## config.mk

```make
export PLATFORM = sky130hd
export DESIGN_NAME = ones_count_accumulator_flat
export DESIGN_NICKNAME = d
export VERILOG_FILES = /design/src/rtl/ones_count_accumulator_pkg.sv /design/src/rtl/ones_count_accumulator_if.sv /design/src/rtl/ones_count_accumulator_word_counter.sv /design/src/rtl/ones_count_accumulator.sv /design/src/flat_wrapper.sv
export SDC_FILE = /design/constraint.sdc
export NUM_CORES = 1
export LEC_CHECK = 0
export ABC_AREA = 1
export BUFFER_PORTS_ARGS = -buffer_cell sky130_fd_sc_hd__buf_2
export CORE_UTILIZATION = 49
export DETAILED_ROUTE_END_ITERATION = 10
export PLACE_DENSITY = 0.77
export RECOVER_POWER = 50
export SYNTH_ARGS = -nofsm -noshare
export SYNTH_HDL_FRONTEND = slang
export SYNTH_SLANG_ARGS = --single-unit
```

## constraint.sdc

```tcl
create_clock -name i_clk -period 1.5 [get_ports i_clk]
set_input_delay 0 -clock i_clk [delete_from_list [all_inputs] [get_ports i_clk]]
set_output_delay 0 -clock i_clk [all_outputs]
set_load 0.02 [all_outputs]
```

## src/rtl/ones_count_accumulator_pkg.sv

```systemverilog
// Shared types and constants for the ones-count accumulator.
// Contents: FSM state encoding, per-word maximum count, count width.
// Imported by the interface and the top module.
package ones_acc_pkg;

  typedef enum logic [1:0] {
    IDLE  = 2'd0,
    ACCUM = 2'd1,
    DONE  = 2'd2
  } state_t;

  // Largest count a 7-input ones counter can produce.
  localparam int MAX_PER_WORD = 7;
  // Width of one count (y2..y0 of the ones counter).
  localparam int CNT_W = 3;

endpackage

```

## src/rtl/ones_count_accumulator_if.sv

```systemverilog
// Bus between the ones counter / sequencer and the accumulator.
// Upstream side (master) drives start, cnt_in and cnt_valid.
// Accumulator side (slave) drives cnt_ready, busy, done, sum_out and majority.
interface ones_count_accumulator_if
  import ones_acc_pkg::*;
#(
  parameter int SUM_W = 6
);
  logic             start;
  logic [CNT_W-1:0] cnt_in;
  logic             cnt_valid;
  logic             cnt_ready;
  logic             busy;
  logic             done;
  logic [SUM_W-1:0] sum_out;
  logic             majority;

  modport master (
    output start, cnt_in, cnt_valid,
    input  cnt_ready, busy, done, sum_out, majority
  );

  modport slave (
    input  start, cnt_in, cnt_valid,
    output cnt_ready, busy, done, sum_out, majority
  );
endinterface

```

## src/rtl/ones_count_accumulator_word_counter.sv

```systemverilog
// Mod-WORDS word index counter with synchronous clear and count enable.
// Ports: i_clk, i_rst (sync, active-high), i_clr, i_en -> o_tc.
// o_tc is high while the index sits at WORDS-1 (the last word of a frame).
module word_counter #(
  parameter int WORDS = 8
) (
  input  logic i_clk,
  input  logic i_rst,
  input  logic i_clr,
  input  logic i_en,
  output logic o_tc
);
  // A single-word frame still needs a 1-bit register.
  localparam int IDX_W = (WORDS > 1) ? $clog2(WORDS) : 1;
  localparam logic [IDX_W-1:0] LAST = IDX_W'(WORDS - 1);

  logic [IDX_W-1:0] r_idx;
  logic             w_tc;

  assign w_tc = (r_idx == LAST);
  assign o_tc = w_tc;

  always_ff @(posedge i_clk) begin
    if (i_rst) begin
      r_idx <= '0;
    end else if (i_clr) begin
      r_idx <= '0;
    end else if (i_en) begin
      // Wrap at the terminal count so non-power-of-two frames work.
      r_idx <= w_tc ? '0 : r_idx + IDX_W'(1);
    end
  end
endmodule

```

## src/rtl/ones_count_accumulator.sv

```systemverilog
// Accumulates WORDS ones-counts per frame; reports total + majority with a done pulse.
// Ports: i_clk, i_rst (sync, active-high), bus (slave side of ones_count_accumulator_if).
// done follows the last accepted word by one cycle; cnt_ready is high only in ACCUM.
module ones_count_accumulator
  import ones_acc_pkg::*;
#(
  parameter int WORDS = 8,
  parameter int SUM_W = 6
) (
  input  logic                     i_clk,
  input  logic                     i_rst,
  ones_count_accumulator_if.slave  bus
);
  localparam int CMP_W = SUM_W + 4;
  // Majority threshold: strictly more than half of the maximum possible total.
  localparam logic [CMP_W-1:0] THRESH = CMP_W'(MAX_PER_WORD * WORDS);

  state_t           r_state;
  state_t           w_state_nxt;
  logic [SUM_W-1:0] r_acc;
  logic [SUM_W-1:0] r_sum;
  logic             r_maj;
  logic [SUM_W-1:0] w_total;
  logic [CMP_W-1:0] w_twice;
  logic             w_maj;
  logic             w_accept;
  logic             w_clr;
  logic             w_last;
  logic             w_ready;
  logic             w_busy;
  logic             w_done;

  // Running total including the word offered this cycle; this is also the
  // frame result when the offered word is the last one.
  assign w_total = r_acc + SUM_W'(bus.cnt_in);
  assign w_twice = CMP_W'(w_total) << 1;
  assign w_maj   = (w_twice > THRESH);

  word_counter #(
    .WORDS (WORDS)
  ) u_word_counter (
    .i_clk (i_clk),
    .i_rst (i_rst),
    .i_clr (w_clr),
    .i_en  (w_accept),
    .o_tc  (w_last)
  );

  always_comb begin
    w_state_nxt = r_state;
    w_ready     = 1'b0;
    w_busy      = 1'b0;
    w_done      = 1'b0;
    w_accept    = 1'b0;
    w_clr       = 1'b0;
    case (r_state)
      IDLE: begin
        if (bus.start) begin
          w_state_nxt = ACCUM;
          w_clr       = 1'b1;
        end
      end
      ACCUM: begin
        w_ready  = 1'b1;
        w_busy   = 1'b1;
        w_accept = bus.cnt_valid;
        if (bus.cnt_valid && w_last) begin
          w_state_nxt = DONE;
        end
      end
      DONE: begin
        w_busy      = 1'b1;
        w_done      = 1'b1;
        w_state_nxt = IDLE;
      end
      default: begin
        w_state_nxt = IDLE;
      end
    endcase
  end

  always_ff @(posedge i_clk) begin
    if (i_rst) begin
      r_state <= IDLE;
      r_acc   <= '0;
      r_sum   <= '0;
      r_maj   <= 1'b0;
    end else begin
      r_state <= w_state_nxt;
      if (w_clr) begin
        r_acc <= '0;
      end else if (w_accept) begin
        r_acc <= w_total;
      end
      if (w_accept && w_last) begin
        r_sum <= w_total;
        r_maj <= w_maj;
      end
    end
  end

  assign bus.cnt_ready = w_ready;
  assign bus.busy      = w_busy;
  assign bus.done      = w_done;
  assign bus.sum_out   = r_sum;
  assign bus.majority  = r_maj;
endmodule

```

## src/flat_wrapper.sv

```systemverilog
// flat-port wrapper written by rule: the top's interface ports become plain ports
module ones_count_accumulator_flat import ones_acc_pkg::*;
#(
  parameter int WORDS = 8,
  parameter int SUM_W = 6
)
  (i_clk, i_rst, bus_start, bus_cnt_in, bus_cnt_valid, bus_cnt_ready, bus_busy, bus_done, bus_sum_out, bus_majority);
  ones_count_accumulator_if #(.SUM_W(SUM_W)) bus_i ();
  input  logic i_clk;
  input  logic i_rst;
  input wire logic [$bits(bus_i.start)-1:0] bus_start;
  input wire logic [$bits(bus_i.cnt_in)-1:0] bus_cnt_in;
  input wire logic [$bits(bus_i.cnt_valid)-1:0] bus_cnt_valid;
  output wire logic [$bits(bus_i.cnt_ready)-1:0] bus_cnt_ready;
  output wire logic [$bits(bus_i.busy)-1:0] bus_busy;
  output wire logic [$bits(bus_i.done)-1:0] bus_done;
  output wire logic [$bits(bus_i.sum_out)-1:0] bus_sum_out;
  output wire logic [$bits(bus_i.majority)-1:0] bus_majority;
  assign bus_i.start = bus_start;
  assign bus_i.cnt_in = bus_cnt_in;
  assign bus_i.cnt_valid = bus_cnt_valid;
  assign bus_cnt_ready = bus_i.cnt_ready;
  assign bus_busy = bus_i.busy;
  assign bus_done = bus_i.done;
  assign bus_sum_out = bus_i.sum_out;
  assign bus_majority = bus_i.majority;
  ones_count_accumulator #(.WORDS(WORDS), .SUM_W(SUM_W)) u_core (.i_clk(i_clk), .i_rst(i_rst), .bus(bus_i));
endmodule
```

==> flow_summary.yaml, run 1 <==
status:
  status: "finished with violations"
  violations: "setup timing"
place:
  io_buffers: 16
  dpl.hpwl_um: 1420
  place_area_sq_um: 1160
  dpl.cell_count: 179
  place.gp.congestion: 0.776
  pre_cts_ws_ns: -0.0887
timing:
  hold_viol_final: 0
  setup_viol: 3
  fin_ws_ns: -0.110
  slew_violations: 0
  slew_headroom_pct: 78.0
  max_clock_freq_ghz: 0.621
  skew_ns: 0.00617
  fin_crit_ns: 1.61
  rsz0062_at_grt: "true"
  worst_slew_pin_slew_ns: 0.327
  min_period_over_period_pct: 107
  tns_ns: -0.111
synth:
  synth_fa_ha_area_share_pct: 12.9
  yosys.area_share.simple_pct: 25.5
  synthMuxAreaShare_pct: 0
  synth_warnings: 0
  synth_edf_count: 0
  ys_ff_latch: 18
  yosysTopAreaCellShare_pct: 35.0
  yosys.cell_types.count: 24
  synth_compound_area_share_pct: 15.4
  syn_inst: 134
  synth.avg_cell_area_sq_um: 7.69
  yosysTopAreaCell: "dfxtp_1"
  synth_nets: 151
  synthXorXnorAreaFrac_pct: 0
  netlist_top_cells_count: "nand2_1, inv_1, dfxtp_1"
  synth_top_family_by_area: "simple AND/OR/NAND/NOR gates"
  synth_area_leaders: "dfxtp_1, ha_1, nand2_1"
  synth_flop_cell: "dfxtp_1"
  ys_async_sr_fraction_pct: 0
  syn-cell-area_sq_um: 1030
  yosysMostFrequentCell: "nand2_1"
  ys_seq_area_share_pct: 35.0
layout:
  nFillCells: 185
  final_layout_size_suffix_gt1_share_pct: 29.4
  multi_input_area_sq_um: 592
  final-instance-count-excl-fill: 190
  antenna_cells: 0
  regArea_sq_um: 362
  syn2layout_area_growth_pct: 23.9
  fin_area_sq_um: 1280
  fin_nets: 181
global_routing:
  grt.total_usage_pct: 19.3
  antenna_found_initial: 0
  grt_pass1_vias: 707
  grt.overflow.total: 0
  grt_first_pass_wirelength_um: 3040
  grt_max_degree: 15
setup_path:
  critPathSlowestCell: "fa_2"
  cp-end-kind: "flop"
  critical_path.cell_chain: "ha_4, inv_2, fa_2, inv_1, nor2_1, nor2_2, nand3_1, nor2_1, nor2_1, nor2_1"
  path_delay_family: "adder cells"
  path_max_fanout: 2
  max_stage_delay_ns: 0.53
  critPathKind: "flop to flop"
  start_kind: "flop"
  path_common_cell: "nor2_1"
  crit_required_ns: 1.71
  timing.critical_path.buf_inv: 2
  cp.arrival_ns: 1.83
floorplanning:
  die_x_um: 47.9
  die_area_sq_um: 2290
  core_sq_um: 1960
  num_rows: 16
  dieHeight_um: 47.9
  initial_utilization_pct: 52.6
  ios: 17
job:
  timing.max_cap.violations: 0
worst_hold_path:
  hold_class: "input port to flop"
power_and_ir_drop:
  power_density_nw_per_um2: 820
  p_leak_nw: 0.602
  power.total_mw: 1.05
  ir_worst_vdd_mv: 0.639
routing:
  routed-via-count: 921
  wirelength_um: 2120
  ant_nets: 0
  detail_route.first_pass.iterations: 4
  routed_via_density: 4.85
  first_iter_violations: 22
  wl_per_cell_um: 11.1
  drc_errors: 0
clock_network:
  clk_latency_ns: 0.31
  cts_max_path_buffers: 2
  cts.sinks: 18
  htree_levels: 1
  clockRootBuffer: "clkbuf_4"
  clk_transition_reported_paths_ns: 0.11
  cts_buffers: 3
  cts_tree: "yes"
==> report_power, final <==
part           total (mW)  leakage, nW  switching (mW)  internal, mW
Combinational       0.231        0.435           0.136        0.0947
Sequential          0.507        0.146          0.0131         0.494
Clock               0.309       0.0210           0.161         0.148
==> tightest hold or removal path, cell delays in order <==
cell     delay (ns)
buf_2          0.11
o21ai_2        0.06
a21oi_2        0.12
==> cells by family (layout without fill, tap and decap cells) <==
group,after synthesis,in the layout
AND/OR/NAND/NOR,52,52
buffers and inverters,28,57
AO/OA/AOI/OAI,26,26
flip-flops,18,18
adder cells (fa/ha/maj),10,10
==> final cells by class <==
| class | instances | area share, % |
|---|---|---|
| Clock buffer | 4 | 2.84 |
| Inverter | 26 | 7.93 |
| Multi-Input combinational cell | 88 | 46.3 |
| Sequential cell | 18 | 28.3 |
| Tap cell | 27 | 2.64 |
| Timing Repair Buffer | 26 | 11.4 |
| Timing Repair inverter | 1 | 0.588 |
==> placed cells by master, fill, tap and decap left out, types with 2 or more instances in the layout <==
cell / instances
nand3_2: 5
dfxtp_1: 17
clkbuf_1: 10
o21ai_0: 6
buf_4: 9
inv_2: 6
nand3_1: 5
buf_2: 6
nand2_1: 25
a21oi_1: 10
o211ai_1: 3
clkinvlp_4: 2
nor2_1: 8
o21ai_1: 2
ha_4: 2
ha_1: 7
a21oi_2: 2
inv_1: 19
clkbuf_4: 3
nand2_2: 5
==> final timing paths <==
check	slack (ns)	depth (start not counted)	to	from
max	-0.11	10	u_core.bus.majority	u_core.r_acc[0]
min	0.02	3	u_core.r_state[1]	bus_start
max reg2reg	-0.11	10	u_core.bus.majority	u_core.r_acc[0]
min reg2reg	0.47	2	u_core.u_word_counter.r_idx[1]	u_core.u_word_counter.r_idx[1]
==> metal layers <==
| metal | GRT usage, % | share of wire, % |
|---|---|---|
| met2 | 28.4 | 49 |
| met3 | 2.26 | 2.5 |
| met1 | 27.5 | 47 |
| met5 | 0 | 0 |
| met4 | 10.0 | 1.9 |
==> metrics by stage <==
stage / hold slack [ns] / utilization, %
2_1_floorplan: 0.0624 / -
3_3_place_gp: 0.208 / 58.9
5_1_grt: 0.0443 / 65.1
6_report: 0.0168 / 65.1
3_5_place_dp: 0.213 / 58.9
4_1_cts: 0.0257 / 62.8
==> state kept, by name (all words and copies together), names as in the netlist <==
| name | count |
|---|---|
| u_core.bus.sum_out | 6 |
| u_core.r_acc | 6 |
| u_core.u_word_counter.r_idx | 3 |
| u_core.r_state | 2 |
| u_core.bus.majority | 1 |
==> what timing repair did <==
action | CTS | global route
buffers inserted | 1 | 4
hold endpoints to repair | 1 | 0
cloned | 0 | 1
pin swaps | 2 | 1
resized for setup | 7 | 5
setup endpoints to repair | 3 | 9
hold buffers | 1 | 0
(Power assumes the default switching activity.)
==> run 2: changes to the inputs <==
Settings changed: CELL_PAD_IN_SITES_DETAIL_PLACEMENT from default to 1, CELL_PAD_IN_SITES_GLOBAL_PLACEMENT from default to 1, CORE_UTILIZATION 49 to 36.
==> flow_summary.yaml, run 2 (synthesis gave the netlist of run 1 again) <==
setup_path:
  path_max_fanout: 2
  timing.critical_path.buf_inv: 2
  cp.arrival_ns: 1.88
  path_common_cell: "nor2_1"
  max_stage_delay_ns: 0.45
  critPathKind: "flop to flop"
  path_delay_family: "adder cells"
  start_kind: "flop"
  crit_required_ns: 1.75
  crit_path_start: "u_core.r_acc[0]"
  critPathSlowestCell: "fa_2"
  cp-end-kind: "flop"
  critical_path.cell_chain: "ha_4, inv_2, fa_2, inv_2, nor2_4, nor2_2, nand3_1, nor2_1, nor2_1, nor2_1"
  rr_startpoint: "u_core.r_acc[0]"
job:
  timing.max_cap.violations: 0
clock_network:
  htree_levels: 1
  clockRootBuffer: "clkbuf_4"
  cts_buffers: 3
  clk_transition_reported_paths_ns: 0.10
  cts_tree: "yes"
  clk_latency_ns: 0.30
  cts_max_path_buffers: 2
  cts.sinks: 18
place:
  io_buffers: 16
  dpl.hpwl_um: 1880
  place_area_sq_um: 1160
  place.gp.congestion: 0.801
timing:
  skew_ns: 0.00502
  max_clock_freq_ghz: 0.614
  rsz0062_at_grt: "true"
  fin_crit_ns: 1.63
  slew_headroom_pct: 80.8
  worst_slew_pin_slew_ns: 0.285
  min_period_over_period_pct: 109
  slew_violations: 0
  hold_viol_final: 0
  setup_viol: 3
  fin_ws_ns: -0.129
layout:
  nFillCells: 366
  final_layout_size_suffix_gt1_share_pct: 33.5
  fin_area_sq_um: 1330
  syn2layout_area_growth_pct: 28.6
  mostFrequentLayoutCell: "nand2_1"
  antenna_cells: 0
  final_cell_mix: "nand2_1, inv_1, dfxtp_1"
  fin_nets: 182
global_routing:
  grt_max_degree: 15
  grt_pass1_vias: 997
  grt.total_usage_pct: 17.9
  grt_first_pass_wirelength_um: 4220
  antenna_found_initial: 0
  grt.overflow.total: 0
routing:
  first_iter_violations: 19
  ant_nets: 0
  wl_per_cell_um: 14.1
  drc_errors: 0
  routed_via_density: 5.05
  wirelength_um: 2760
  routed-via-count: 985
  detail_route.first_pass.iterations: 3
worst_hold_path:
  worstHoldStart: "bus_start"
  hold_class: "input port to flop"
status:
  status: "finished with violations"
  violations: "setup timing"
power_and_ir_drop:
  power_density_nw_per_um2: 815
  ir_worst_vdd_mv: 0.421
  power.total_mw: 1.08
  p_leak_nw: 0.616
floorplanning:
  dieHeight_um: 55.5
  ios: 17
  die_area_sq_um: 3080
  die_x_um: 55.5
  initial_utilization_pct: 37.7
  num_rows: 19
  core_sq_um: 2730
run 2: final timing paths:
kind	end	slack, ns	depth (start not counted)
setup / recovery	u_core.bus.majority	-0.13	10
hold / removal	u_core.r_state[1]	0.04	3
hold reg to reg	u_core.u_word_counter.r_idx[2]	0.49	2
setup reg to reg	u_core.bus.majority	-0.13	10
run 2: what timing repair did:
action	4_1_cts	5_1_grt
endpoints found under the setup margin	3	11
hold buffers	1	0
pin swaps	6	7
setup buffers	2	4
hold endpoints to repair	1	0
resized for setup	9	12
cloned	0	1
run 2: area by class of cell:
type | instances | area [sq um] | area share (%)
clock buffer | 4 | 36.3 | 2.74
inverter | 26 | 101 | 7.64
multi-input combinational | 88 | 614 | 46.3
timing repair inverter | 1 | 7.51 | 0.566
timing repair buffer | 27 | 165 | 12.5
sequential | 18 | 363 | 27.4
tap | 31 | 38.8 | 2.92
run 2: report_power, final:
| group | total (mW) | internal (mW) | switching, mW |
|---|---|---|---|
| clock network | 0.305 | 0.148 | 0.157 |
| logic | 0.266 | 0.109 | 0.157 |
| registers | 0.509 | 0.494 | 0.0152 |
| total | 1.08 | 0.751 | 0.329 |
run 2: metrics by stage:
| stage | hold slack [ns] | util, % | setup WS [ns] | TNS [ns] | cells |
|---|---|---|---|---|---|
| 2_1_floorplan | 0.0624 | - | -0.0417 | -0.0417 | 134 |
| 3_3_place_gp | 0.208 | 42.5 | -0.100 | -0.192 | 183 |
| 3_5_place_dp | 0.221 | 42.5 | -0.176 | -0.452 | 183 |
| 4_1_cts | 0.0398 | 45.6 | -0.142 | -0.314 | 190 |
| 5_1_grt | 0.0392 | 48.5 | -0.200 | -0.526 | 195 |
| 6_report | 0.0443 | 48.5 | -0.129 | -0.280 | 195 |
run 2: worst reg2reg max path, cell delays in order (launching register included):
cell and delay (ns):
dfxtp_2 0.35, ha_4 0.16, inv_2 0.05, fa_2 0.45
inv_2 0.09, nor2_4 0.04, nor2_2 0.10, nand3_1 0.10
nor2_1 0.12, nor2_1 0.05, nor2_1 0.07
run 2: metal layers:
layer	GRT usage, %	up-vias	routed length (um)
met5	0	-	0
met4	8.21	0	107
met3	3.98	9	69
met2	35.1	12	1510
met1	17.3	479	1070
li1	-	485	-
==> run 3: changes to the inputs <==
Settings changed: REMOVE_ABC_BUFFERS from default to 1.
==> flow_summary.yaml, run 3 (synthesis gave the netlist of run 1 again) <==
setup_path:
  start_kind: "flop"
  r2r_slack_ns: -0.10
  path_max_fanout: 2
  cp.arrival_ns: 1.81
  r2r_cells: 10
  cp-end-kind: "flop"
  critPathKind: "flop to flop"
  crit_path_start: "u_core.r_acc[0]"
  crit_end: "u_core.bus.majority"
  worstReg2RegEnd: "u_core.bus.majority"
  rr_startpoint: "u_core.r_acc[0]"
  crit_required_ns: 1.70
timing:
  hold_slack_ns: 0.0340
  setup_viol: 2
  rsz0062_at_grt: "true"
  max_clock_freq_ghz: 0.624
  fin_crit_ns: 1.60
  hold_viol_final: 0
  skew_ns: 0.00417
  slew_headroom_pct: 81.8
  fin_ws_ns: -0.104
  worst_slew_pin_slew_ns: 0.271
  slew_violations: 0
  min_period_over_period_pct: 107
power_and_ir_drop:
  p_clk_share_pct: 29.2
  power_density_nw_per_um2: 812
  p_leak_nw: 0.605
  p_sw_mw: 0.324
  p_seq_share_pct: 47.9
  p_int_mw: 0.736
  ir_worst_vdd_mv: 0.682
  combinationalPowerShare_pct: 22.9
  p_sw_share_pct: 30.5
clock_network:
  cts_max_path_buffers: 2
  cts_tree: "yes"
  cts_buffers: 3
  htree_levels: 1
  clk_transition_reported_paths_ns: 0.11
  clk_latency_ns: 0.30
  cts.sinks: 18
  clockRootBuffer: "clkbuf_4"
layout:
  antenna_cells: 0
  mostFrequentLayoutCell: "nand2_1"
  regArea_sq_um: 363
  fin_util_pct: 47.7
  multi_input_area_sq_um: 607
  final_cell_mix: "nand2_1, inv_1, dfxtp_1"
  nFillCells: 353
  final_layout_size_suffix_gt1_share_pct: 32.1
  fin_nets: 180
  syn2layout_area_growth_pct: 26.6
routing:
  routed_via_density: 5.00
  ant_nets: 0
  first_iter_violations: 15
  wl_per_cell_um: 13.4
  drc_errors: 0
  wirelength_um: 2580
  detail_route.first_pass.iterations: 2
  routed-via-count: 965
floorplanning:
  die_x_um: 55.5
  initial_utilization_pct: 37.7
  dieHeight_um: 55.5
  die_area_sq_um: 3080
  core_sq_um: 2730
  num_rows: 19
  ios: 17
place:
  place.gp.congestion: 0.760
  dpl.hpwl_um: 1880
  io_buffers: 16
global_routing:
  grt.total_usage_pct: 17.2
  grt.overflow.total: 0
  grt_pass1_vias: 974
  antenna_found_initial: 0
  grt_first_pass_wirelength_um: 4200
  grt_max_degree: 15
worst_hold_path:
  hold_depth: 3
  hold_class: "input port to flop"
job:
  timing.max_cap.violations: 0
status:
  violations: "setup timing"
  status: "finished with violations"
run 3: cell types whose count changed in the layout (fill, tap and decap cells not counted), moves of 2 or more:
cell	change
buf_4	-2
o21ai_1	+3
nand2_1	+3
nand2_2	-3
o21ai_0	-3
run 3: worst max-delay path, stage by stage (launching register included):
cell and delay (ns):
dfxtp_2 0.37, ha_4 0.13, inv_2 0.03, fa_2 0.54, inv_2 0.04, nor2_2 0.09
nor2_2 0.05, nand3_1 0.07, nor2_1 0.04, nor2_1 0.10, nor2_1 0.05
run 3: worst min-delay path by stage:
stage,start,to,slack [ns]
floorplan,i_rst,u_core.r_state[1],0.06
finish,bus_start,u_core.r_state[1],0.03
global route,bus_start,u_core.r_state[1],0.02
global placement,i_rst,u_core.r_state[1],0.20
detailed placement,i_rst,u_core.r_state[1],0.21
CTS,bus_start,u_core.r_state[1],0.02
run 3: through the flow:
step / cell area, sq um / setup TNS, ns / setup slack, ns / power (mW) / cells
after floorplan: 1010 / -0.0457 / -0.0417 / 0.651 / 132
after detailed placement: 1170 / -0.339 / -0.127 / 0.724 / 184
after CTS: 1240 / -0.159 / -0.102 / 1.05 / 189
after global routing: 1310 / -0.597 / -0.227 / 1.12 / 193
final: 1310 / -0.121 / -0.104 / 1.06 / 193
after global placement: 1170 / -0.172 / -0.0889 / 0.712 / 184
run 3: power by group through the flow:
stage          Sequential [mW]  Combinational, mW  Clock, mW
2_1_floorplan            0.514              0.137          0
3_3_place_gp             0.516              0.197          0
3_5_place_dp             0.517              0.207          0
4_1_cts                  0.507              0.220      0.322
5_1_grt                  0.510              0.272      0.335
6_report                 0.508              0.243      0.309
run 3: area by class of cell:
cell class / instances / area share (%)
well taps: 31 / 2.97
repair inverters: 1 / 0.575
inverters: 26 / 7.77
repair buffers: 25 / 11.6
flip-flops and latches: 18 / 27.8
clock buffers: 4 / 2.78
multi-input cells: 88 / 46.5
run 3: per-layer routing:
layer,up-vias,GRT usage (%),routed length [um]
li1,481,-,-
met3,2,4.92,63
met1,473,19.0,1150
met5,-,0,0
met4,0,2.14,8
met2,9,33.0,1360
run 3: repair_timing:
item,CTS,global route
hold buffers,1,0
buffers inserted,0,3
pin swaps,0,3
resized for setup,10,11
endpoints found under the hold margin,1,0
cloned,0,1
endpoints found under the setup margin,5,15
